--- src/rtl/branch_chkpt_table_pkg.sv ---
// Shared sizing, entry layout and helpers for the branch checkpoint table.
// The table geometry is set here once and picked up by the interface, the CAM and the top.
package branch_chkpt_table_pkg;

  localparam int unsigned NUM_CHKPT   = 4;
  localparam int unsigned ROB_TAG_W   = 5;
  localparam int unsigned PC_W        = 32;
  localparam int unsigned PRF_SIZE    = 128;
  localparam int unsigned PAYLOAD_W   = 64;

  localparam int unsigned CHKPT_IDX_W = $clog2(NUM_CHKPT);
  // Extra MSB is the wrap bit that separates full from empty.
  localparam int unsigned CHKPT_PTR_W = CHKPT_IDX_W + 1;

  typedef logic [CHKPT_IDX_W-1:0] chkpt_idx_t;
  typedef logic [CHKPT_PTR_W-1:0] chkpt_ptr_t;

  typedef struct packed {
    logic                 valid;
    logic                 done;
    logic [PC_W-1:0]      pc;
    logic [ROB_TAG_W-1:0] rob_tag;
    logic [PRF_SIZE-1:0]  rdy;
    logic [PAYLOAD_W-1:0] payload;
  } chkpt_entry_t;

  function automatic chkpt_idx_t onehot_to_idx(input logic [NUM_CHKPT-1:0] onehot);
    chkpt_idx_t idx;
    idx = '0;
    for (int i = 0; i < NUM_CHKPT; i++) begin
      if (onehot[i]) idx = idx | chkpt_idx_t'(i);
    end
    return idx;
  endfunction

endpackage

--- src/rtl/branch_chkpt_table_if.sv ---
// Allocate / resolve / mispredict / restore bundle of the branch checkpoint table.
// master = pipeline side (rename, branch unit), slave = the table itself.
interface branch_chkpt_table_if;
  import branch_chkpt_table_pkg::*;

  logic                   alloc_valid;
  logic [PC_W-1:0]        alloc_pc;
  logic [ROB_TAG_W-1:0]   alloc_rob_tag;
  logic [PRF_SIZE-1:0]    alloc_rdy;
  logic [PAYLOAD_W-1:0]   alloc_payload;
  logic                   alloc_ready;
  logic                   resolve_valid;
  logic [ROB_TAG_W-1:0]   resolve_tag;
  logic                   mispredict;
  logic [ROB_TAG_W-1:0]   mispredict_tag;
  logic                   restore_valid;
  logic [PC_W-1:0]        restore_pc;
  logic [PRF_SIZE-1:0]    restore_rdy;
  logic [PAYLOAD_W-1:0]   restore_payload;
  logic                   restore_miss;
  logic [CHKPT_PTR_W-1:0] count;
  logic                   alloc_overflow;

  modport master (
    output alloc_valid, alloc_pc, alloc_rob_tag, alloc_rdy, alloc_payload,
    output resolve_valid, resolve_tag, mispredict, mispredict_tag,
    input  alloc_ready, restore_valid, restore_pc, restore_rdy, restore_payload,
    input  restore_miss, count, alloc_overflow
  );

  modport slave (
    input  alloc_valid, alloc_pc, alloc_rob_tag, alloc_rdy, alloc_payload,
    input  resolve_valid, resolve_tag, mispredict, mispredict_tag,
    output alloc_ready, restore_valid, restore_pc, restore_rdy, restore_payload,
    output restore_miss, count, alloc_overflow
  );

endinterface

--- src/rtl/branch_chkpt_table_chkpt_cam.sv ---
// Combinational ROB-tag match over the checkpoint entries; returns hit and one-hot index.
module branch_chkpt_table_chkpt_cam
  import branch_chkpt_table_pkg::*;
(
  input  logic [NUM_CHKPT-1:0][ROB_TAG_W-1:0] tags_i,
  input  logic [NUM_CHKPT-1:0]                search_en_i,
  input  logic [ROB_TAG_W-1:0]                tag_i,
  output logic                                hit_o,
  output logic [NUM_CHKPT-1:0]                onehot_o
);

  always_comb begin
    onehot_o = '0;
    for (int i = 0; i < NUM_CHKPT; i++) begin
      onehot_o[i] = search_en_i[i] && (tags_i[i] == tag_i);
    end
  end

  assign hit_o = |onehot_o;

endmodule

--- src/rtl/branch_chkpt_table.sv ---
// Age-ordered circular checkpoint table: allocate at tail, retire resolved entries at head,
// restore and squash-younger on mispredict. Define CHKPT_PERF_EN for saturating perf counters.
module branch_chkpt_table
  import branch_chkpt_table_pkg::*;
(
  input  logic                clk,
  input  logic                reset,
  branch_chkpt_table_if.slave bus
`ifdef CHKPT_PERF_EN
  ,
  output logic [31:0]         perf_allocs,
  output logic [31:0]         perf_restores,
  output logic [31:0]         perf_full_stalls
`endif
);

  chkpt_entry_t [NUM_CHKPT-1:0] entries_q, entries_d;
  chkpt_ptr_t                   head_q, head_d, tail_q, tail_d;
  logic                         overflow_q, overflow_d;
  logic                         restore_valid_q, restore_miss_q;
  logic [PC_W-1:0]              restore_pc_q;
  logic [PRF_SIZE-1:0]          restore_rdy_q;
  logic [PAYLOAD_W-1:0]         restore_payload_q;

  chkpt_idx_t                   head_idx, tail_idx, mp_idx;
  chkpt_ptr_t                   mp_ptr, squash_span;
  logic                         full, alloc_fire, retire_fire;
  logic [NUM_CHKPT-1:0][ROB_TAG_W-1:0] tags;
  logic [NUM_CHKPT-1:0]         res_en, mp_en, res_oh, mp_oh;
  logic                         res_cam_hit, mp_cam_hit, res_hit, mp_hit;

  assign head_idx = head_q[CHKPT_IDX_W-1:0];
  assign tail_idx = tail_q[CHKPT_IDX_W-1:0];
  assign full     = (head_idx == tail_idx) && (head_q[CHKPT_IDX_W] != tail_q[CHKPT_IDX_W]);

  always_comb begin
    tags   = '0;
    res_en = '0;
    mp_en  = '0;
    for (int i = 0; i < NUM_CHKPT; i++) begin
      tags[i]   = entries_q[i].rob_tag;
      mp_en[i]  = entries_q[i].valid;
      res_en[i] = entries_q[i].valid && !entries_q[i].done;
    end
  end

  branch_chkpt_table_chkpt_cam u_res_cam (
    .tags_i      (tags),
    .search_en_i (res_en),
    .tag_i       (bus.resolve_tag),
    .hit_o       (res_cam_hit),
    .onehot_o    (res_oh)
  );

  branch_chkpt_table_chkpt_cam u_mp_cam (
    .tags_i      (tags),
    .search_en_i (mp_en),
    .tag_i       (bus.mispredict_tag),
    .hit_o       (mp_cam_hit),
    .onehot_o    (mp_oh)
  );

  assign res_hit = bus.resolve_valid && res_cam_hit;
  assign mp_hit  = bus.mispredict && mp_cam_hit;
  assign mp_idx  = onehot_to_idx(mp_oh);
  // Rebuild the full pointer of the hit entry so the new tail carries the right wrap bit.
  assign mp_ptr      = head_q + {1'b0, chkpt_idx_t'(mp_idx - head_idx)};
  assign squash_span = tail_q - mp_ptr;

  assign alloc_fire  = bus.alloc_valid && !full && !mp_hit;
  assign retire_fire = entries_q[head_idx].valid && entries_q[head_idx].done &&
                       !(mp_hit && (mp_idx == head_idx));

  always_comb begin
    entries_d  = entries_q;
    head_d     = head_q;
    tail_d     = tail_q;
    overflow_d = overflow_q || (bus.alloc_valid && full && !mp_hit);

    for (int i = 0; i < NUM_CHKPT; i++) begin
      if (res_hit && res_oh[i]) entries_d[i].done = 1'b1;
    end

    if (retire_fire) begin
      entries_d[head_idx].valid = 1'b0;
      entries_d[head_idx].done  = 1'b0;
      head_d                    = head_q + chkpt_ptr_t'(1);
    end

    if (alloc_fire) begin
      entries_d[tail_idx].valid   = 1'b1;
      entries_d[tail_idx].done    = 1'b0;
      entries_d[tail_idx].pc      = bus.alloc_pc;
      entries_d[tail_idx].rob_tag = bus.alloc_rob_tag;
      entries_d[tail_idx].rdy     = bus.alloc_rdy;
      entries_d[tail_idx].payload = bus.alloc_payload;
      tail_d                      = tail_q + chkpt_ptr_t'(1);
    end

    if (mp_hit) begin
      for (int i = 0; i < NUM_CHKPT; i++) begin
        if ({1'b0, chkpt_idx_t'(chkpt_idx_t'(i) - mp_idx)} < squash_span) begin
          entries_d[i].valid = 1'b0;
          entries_d[i].done  = 1'b0;
        end
      end
      tail_d = mp_ptr;
    end
  end

  always_ff @(posedge clk) begin
    if (reset) begin
      entries_q         <= '0;
      head_q            <= '0;
      tail_q            <= '0;
      overflow_q        <= 1'b0;
      restore_valid_q   <= 1'b0;
      restore_miss_q    <= 1'b0;
      restore_pc_q      <= '0;
      restore_rdy_q     <= '0;
      restore_payload_q <= '0;
    end else begin
      entries_q       <= entries_d;
      head_q          <= head_d;
      tail_q          <= tail_d;
      overflow_q      <= overflow_d;
      restore_valid_q <= mp_hit;
      restore_miss_q  <= bus.mispredict && !mp_cam_hit;
      if (mp_hit) begin
        restore_pc_q      <= entries_q[mp_idx].pc;
        restore_rdy_q     <= entries_q[mp_idx].rdy;
        restore_payload_q <= entries_q[mp_idx].payload;
      end
    end
  end

  assign bus.alloc_ready     = !full;
  assign bus.count           = tail_q - head_q;
  assign bus.alloc_overflow  = overflow_q;
  assign bus.restore_valid   = restore_valid_q;
  assign bus.restore_miss    = restore_miss_q;
  assign bus.restore_pc      = restore_pc_q;
  assign bus.restore_rdy     = restore_rdy_q;
  assign bus.restore_payload = restore_payload_q;

`ifndef SYNTHESIS
  logic dup_tag;
  always_comb begin
    dup_tag = 1'b0;
    for (int i = 0; i < NUM_CHKPT; i++) begin
      if (entries_q[i].valid && (entries_q[i].rob_tag == bus.alloc_rob_tag)) dup_tag = 1'b1;
    end
  end

  always_ff @(posedge clk) begin
    if (!reset && alloc_fire) begin
      assert (!dup_tag)
        else $error("branch_chkpt_table: duplicate live ROB tag %0d", bus.alloc_rob_tag);
    end
  end
`endif

`ifdef CHKPT_PERF_EN
  logic [31:0] perf_allocs_q, perf_restores_q, perf_stalls_q;

  always_ff @(posedge clk) begin
    if (reset) begin
      perf_allocs_q   <= '0;
      perf_restores_q <= '0;
      perf_stalls_q   <= '0;
    end else begin
      if (alloc_fire && (perf_allocs_q != '1)) perf_allocs_q <= perf_allocs_q + 32'd1;
      if (mp_hit && (perf_restores_q != '1)) perf_restores_q <= perf_restores_q + 32'd1;
      if (bus.alloc_valid && full && (perf_stalls_q != '1)) begin
        perf_stalls_q <= perf_stalls_q + 32'd1;
      end
    end
  end

  assign perf_allocs      = perf_allocs_q;
  assign perf_restores    = perf_restores_q;
  assign perf_full_stalls = perf_stalls_q;
`endif

endmodule

--- src/flat_wrapper.sv ---
// flat-port wrapper written by rule: the top's interface ports become plain ports
module branch_chkpt_table_flat import branch_chkpt_table_pkg::*;
  (clk, reset, bus_alloc_valid, bus_alloc_pc, bus_alloc_rob_tag, bus_alloc_rdy, bus_alloc_payload, bus_resolve_valid, bus_resolve_tag, bus_mispredict, bus_mispredict_tag, bus_alloc_ready, bus_restore_valid, bus_restore_pc, bus_restore_rdy, bus_restore_payload, bus_restore_miss, bus_count, bus_alloc_overflow);
  branch_chkpt_table_if bus_i ();
  input  logic clk;
  input  logic reset;
  input wire logic [$bits(bus_i.alloc_valid)-1:0] bus_alloc_valid;
  input wire logic [$bits(bus_i.alloc_pc)-1:0] bus_alloc_pc;
  input wire logic [$bits(bus_i.alloc_rob_tag)-1:0] bus_alloc_rob_tag;
  input wire logic [$bits(bus_i.alloc_rdy)-1:0] bus_alloc_rdy;
  input wire logic [$bits(bus_i.alloc_payload)-1:0] bus_alloc_payload;
  input wire logic [$bits(bus_i.resolve_valid)-1:0] bus_resolve_valid;
  input wire logic [$bits(bus_i.resolve_tag)-1:0] bus_resolve_tag;
  input wire logic [$bits(bus_i.mispredict)-1:0] bus_mispredict;
  input wire logic [$bits(bus_i.mispredict_tag)-1:0] bus_mispredict_tag;
  output wire logic [$bits(bus_i.alloc_ready)-1:0] bus_alloc_ready;
  output wire logic [$bits(bus_i.restore_valid)-1:0] bus_restore_valid;
  output wire logic [$bits(bus_i.restore_pc)-1:0] bus_restore_pc;
  output wire logic [$bits(bus_i.restore_rdy)-1:0] bus_restore_rdy;
  output wire logic [$bits(bus_i.restore_payload)-1:0] bus_restore_payload;
  output wire logic [$bits(bus_i.restore_miss)-1:0] bus_restore_miss;
  output wire logic [$bits(bus_i.count)-1:0] bus_count;
  output wire logic [$bits(bus_i.alloc_overflow)-1:0] bus_alloc_overflow;
  assign bus_i.alloc_valid = bus_alloc_valid;
  assign bus_i.alloc_pc = bus_alloc_pc;
  assign bus_i.alloc_rob_tag = bus_alloc_rob_tag;
  assign bus_i.alloc_rdy = bus_alloc_rdy;
  assign bus_i.alloc_payload = bus_alloc_payload;
  assign bus_i.resolve_valid = bus_resolve_valid;
  assign bus_i.resolve_tag = bus_resolve_tag;
  assign bus_i.mispredict = bus_mispredict;
  assign bus_i.mispredict_tag = bus_mispredict_tag;
  assign bus_alloc_ready = bus_i.alloc_ready;
  assign bus_restore_valid = bus_i.restore_valid;
  assign bus_restore_pc = bus_i.restore_pc;
  assign bus_restore_rdy = bus_i.restore_rdy;
  assign bus_restore_payload = bus_i.restore_payload;
  assign bus_restore_miss = bus_i.restore_miss;
  assign bus_count = bus_i.count;
  assign bus_alloc_overflow = bus_i.alloc_overflow;
  branch_chkpt_table u_core (.clk(clk), .reset(reset), .bus(bus_i));
endmodule
--- config.mk ---
export PLATFORM = sky130hd
export DESIGN_NAME = branch_chkpt_table_flat
export DESIGN_NICKNAME = d
export VERILOG_FILES = /design/src/rtl/branch_chkpt_table_pkg.sv /design/src/rtl/branch_chkpt_table_if.sv /design/src/rtl/branch_chkpt_table_chkpt_cam.sv /design/src/rtl/branch_chkpt_table.sv /design/src/flat_wrapper.sv
export SDC_FILE = /design/constraint.sdc
export NUM_CORES = 2
export LEC_CHECK = 0
export CELL_PAD_IN_SITES_DETAIL_PLACEMENT = 0
export CELL_PAD_IN_SITES_GLOBAL_PLACEMENT = 1
export CORE_MARGIN = 2
export CORE_UTILIZATION = 35
export DETAILED_ROUTE_END_ITERATION = 10
export PLACE_DENSITY_LB_ADDON = 0.15
export SLEW_MARGIN = 25
export SYNTH_ARGS = -nofsm -noshare
export SYNTH_HDL_FRONTEND = slang
export SYNTH_SLANG_ARGS = --single-unit
--- constraint.sdc ---
create_clock -name clk -period 5.35 [get_ports clk]
set_clock_uncertainty 0.2 [all_clocks]
set_input_delay 0.8025 -clock clk [delete_from_list [all_inputs] [get_ports clk]]
set_output_delay 0.8025 -clock clk [all_outputs]
set_load 0.01 [all_outputs]
==> results.tsv <==
stage	metric	value	unit
timing	relSlewSlack	24.5	%
finish	nets	6451	
finish	drive_above_1_share	5.87	%
synthesis	avgSynthCellArea	8.53	um^2
synthesis	synth.top_cell.area_share	44.3	%
timing	worst_pin_slew	1130	ps
place	dp_hpwl	105000	um
drt	via_per_inst	5.80	
cts	hold_buffers	0	
drt	routed_wl	203000	um
min_path	hold_end	u_core.bus.restore_pc[5]$_SDFFE_PP0N_	
critical_path	r2r_slack	1060	ps
drt	drc	0	
synthesis	yosysWarnings	0	
timing	fmax	0.224	GHz
die	dieWidth	391	um
synthesis	synth_top_flop_cell	dfxtp_1	
drt	drt_iter0_markers	3917	
die	initial_utilization	35.3	%
place	gp_congestion	0.805	
critical_path	rr_endpoint	u_core.entries_q[229]$_SDFF_PP0_	
die	die_h	391	um
critical_path	critical_path_class	in -> reg	
critical_path	required	5810	ps
critical_path	critPathLaunchType	input pin	
drt	route.detailed.wl_per_inst	24.7	um
cts	cts.path.max_buffers	3	
cts	numCtsBuffers	140	
cts	cts.sinks	1157	
power_and_ir_drop	total_power	21.1	mW
critical_path	reg2reg_depth	14	
min_path	hold_depth	2	
power_and_ir_drop	internal_power	15.5	mW
timing	grt_setup_unrepaired	no	
power_and_ir_drop	p_comb_share	11.3	%
synthesis	synth_top_area_cell	dfxtp_1	
timing	hold_viol	0	
die	die_area	153000	um^2
power_and_ir_drop	pwr-share-seq	43.3	%
cts	cts-root-buf	clkbuf_16	
power_and_ir_drop	power.density	335	nW/um^2
timing	finalSetupViolCount	0	
synthesis	synth.distinct_cells	56	
power_and_ir_drop	p_sw	5.58	mW
drt	vias	47700	
cts	cts_tree	yes	
die	fp-row-count	141	
cts	clock_latency	750	ps
power_and_ir_drop	p_leak	21.0	nW
synthesis	postSynth.asyncResetShare	0	%
power_and_ir_drop	vdd_ir_drop_max	0.259	mV
timing	setup_tns	0	ps
cts	post_cts.repair.setup_buffers	0	
grt	overflow	0	
critical_path	rr_startpoint	u_core.entries_q[888]$_SDFFE_PP0P_	
synthesis	synthTopCellsByArea	dfxtp_1 44%, o21ai_0 12%, nand2b_1 5.5%	
critical_path	worstSetupEndpointType	flip-flop	
finish	area_growth	20.4	%
timing	finalMaxSlewViolations	0	
finish	fillerInstances	14800	
min_path	hold_start	u_core.bus.restore_pc[5]$_SDFFE_PP0N_	
grt	grt.total_usage	25.6	%
outcome	outcome	finished clean	
critical_path	worstSetupStartpoint	bus_mispredict_tag[0]	
timing	layout_worst_path_cycle_share	83.6	%
timing	final.min_clock_period	4470	ps
power_and_ir_drop	switching_share	26.4	%
drt	ant_nets	0	
cts	cts_resized	0	
drt	dr.pass1.iters	5	
die	core_area	148000	um^2
cts	clkTransAtPathRegs	60	ps
synthesis	syn_inst	6133	
place	io_buffers	474	
grt	antenna_found_initial	3	
synthesis	synth_nets	6399	
synthesis	synth-seq-cells	1157	
grt	grt_pass1_wl	305000	um
power_and_ir_drop	power_frac_clock	45.4	%
synthesis	synth_area	52300	um^2
synthesis	synth_seq_area_share	44.3	%
critical_path	crit_fanout	7	
min_path	min_path_type	reg -> reg	
cts	htreeDepth	4	
die	ios	475	
grt	grt_max_degree	238	
grt	grt_pass1_vias	47200	
flow_run	maxCapViolations	0	
synthesis	synth_edf_count	0	
critical_path	arrival	4940	ps
[flip-flops by register name (all words and copies together), names as in the netlist]
register                    flops
u_core.entries_q              924
u_core.bus.restore_rdy        128
u_core.bus.restore_payload     64
u_core.bus.restore_pc          32
u_core.head_q                   3
u_core.tail_q                   3
u_core.bus.alloc_overflow       1
u_core.bus.restore_miss         1
u_core.bus.restore_valid        1
[cell families after synthesis]
group / share of synthesized area (%)
AOI/OAI and AO/OA: 27.8
xor gates and xnor gates: 0.837
adders and majority gates: 0.583
buffers and inverters: 8.86
DFF: 44.3
muxes: 4.40
and+or+nand+nor: 13.3
[worst max-delay path, stage by stage]
cell	delay, ps
clkdlybuf4s50_1	540
xor2_1	210
nor4_2	230
and3_4	270
nor2_1	70
ha_1	190
xnor2_1	160
xor2_1	230
fa_1	470
fa_1	390
xor2_1	160
xnor2_1	440
o311ai_0	230
a31o_2	290
nor4bb_1	250
[placed cells by master (no fill, tap or decap), drive strengths merged, types with 28 or more instances in the layout]
cell type and n:
o21ai 1377, dfxtp 1157, clkdlybuf4s50 473, nand3 465, inv 465, nand2b 464
nor2b 237, a21oi 235, mux2i 229, a32oi 224, o221ai 224, a311o 224
clkbuf 207, buf 124, clkinv 28
[Yosys cell counts (2+ instances only)]
cell type / number
a211oi_1: 4
a211oi_2: 3
a21oi_1: 234
a311o_1: 224
a31o_2: 3
a31oi_1: 4
a31oi_2: 2
a32oi_1: 224
a41o_1: 3
and2_1: 3
and3_1: 3
buf_1: 38
buf_2: 110
buf_4: 36
buf_6: 8
clkbuf_1: 495
dfxtp_1: 1157
fa_1: 4
ha_1: 18
inv_1: 460
mux2i_1: 229
nand2_1: 12
nand2b_1: 464
nand3_1: 465
nand4_1: 2
nor2_1: 11
nor2b_1: 237
nor4_1: 5
o21ai_0: 1248
o21ai_1: 129
o221ai_1: 224
o311ai_0: 2
xnor2_1: 25
xor2_1: 25
[layer usage]
| metal | up-vias | track usage, % | wire length, um |
|---|---|---|---|
| met2 | 1528 | 42.7 | 96100 |
| met1 | 23800 | 34.2 | 91200 |
| met5 | - | 0 | 25 |
| met3 | 279 | 3.58 | 10800 |
| li1 | 22100 | - | - |
| met4 | 4 | 7.67 | 5180 |
[area by class of cell]
| class | instances | area [um^2] | area share [%] |
|---|---|---|---|
| well taps | 1930 | 2410 | 3.83 |
| clock inverters | 41 | 424 | 0.673 |
| multi-input cells | 3829 | 24700 | 39.2 |
| inverters | 460 | 1730 | 2.74 |
| flip-flops and latches | 1157 | 23200 | 36.8 |
| diodes | 1 | 2.50 | 0.00397 |
| clock buffers | 207 | 4160 | 6.61 |
| repair buffers | 597 | 6440 | 10.2 |
[worst max path at each step]
stage | to | slack, ps | cells past startpoint
finish | u_core.entries_q[229]$_SDFF_PP0_ | 880 | 15
global route | u_core.entries_q[691]$_SDFF_PP0_ | 610 | 15
CTS | u_core.entries_q[229]$_SDFF_PP0_ | 950 | 15
detailed placement | u_core.entries_q[229]$_SDFF_PP0_ | 110 | 15
global placement | u_core.entries_q[229]$_SDFF_PP0_ | 160 | 15
floorplan | u_core.entries_q[229]$_SDFF_PP0_ | 250 | 18
[power groups by stage]
stage | Combinational, mW | Sequential, mW | Clock [mW]
floorplan | 1.40 | 9.28 | 0
global placement | 2.37 | 9.31 | 0
detailed placement | 2.38 | 9.32 | 0
CTS | 2.39 | 9.13 | 9.80
global route | 2.56 | 9.17 | 10.1
finish | 2.39 | 9.14 | 9.59
[metrics by stage]
step	utilization, %	hold slack (ps)	cells	instance area [um^2]	setup WS, ps
after global routing	42.5	273	8221	63000	613
after CTS	42.5	228	8221	63000	950
after detailed placement	39.4	246	7973	58400	114
final	42.5	251	8222	63000	877
after floorplan	-	249	6133	52300	248
after global placement	39.4	243	7973	58400	157
Power figures use the tool's default switching activity.
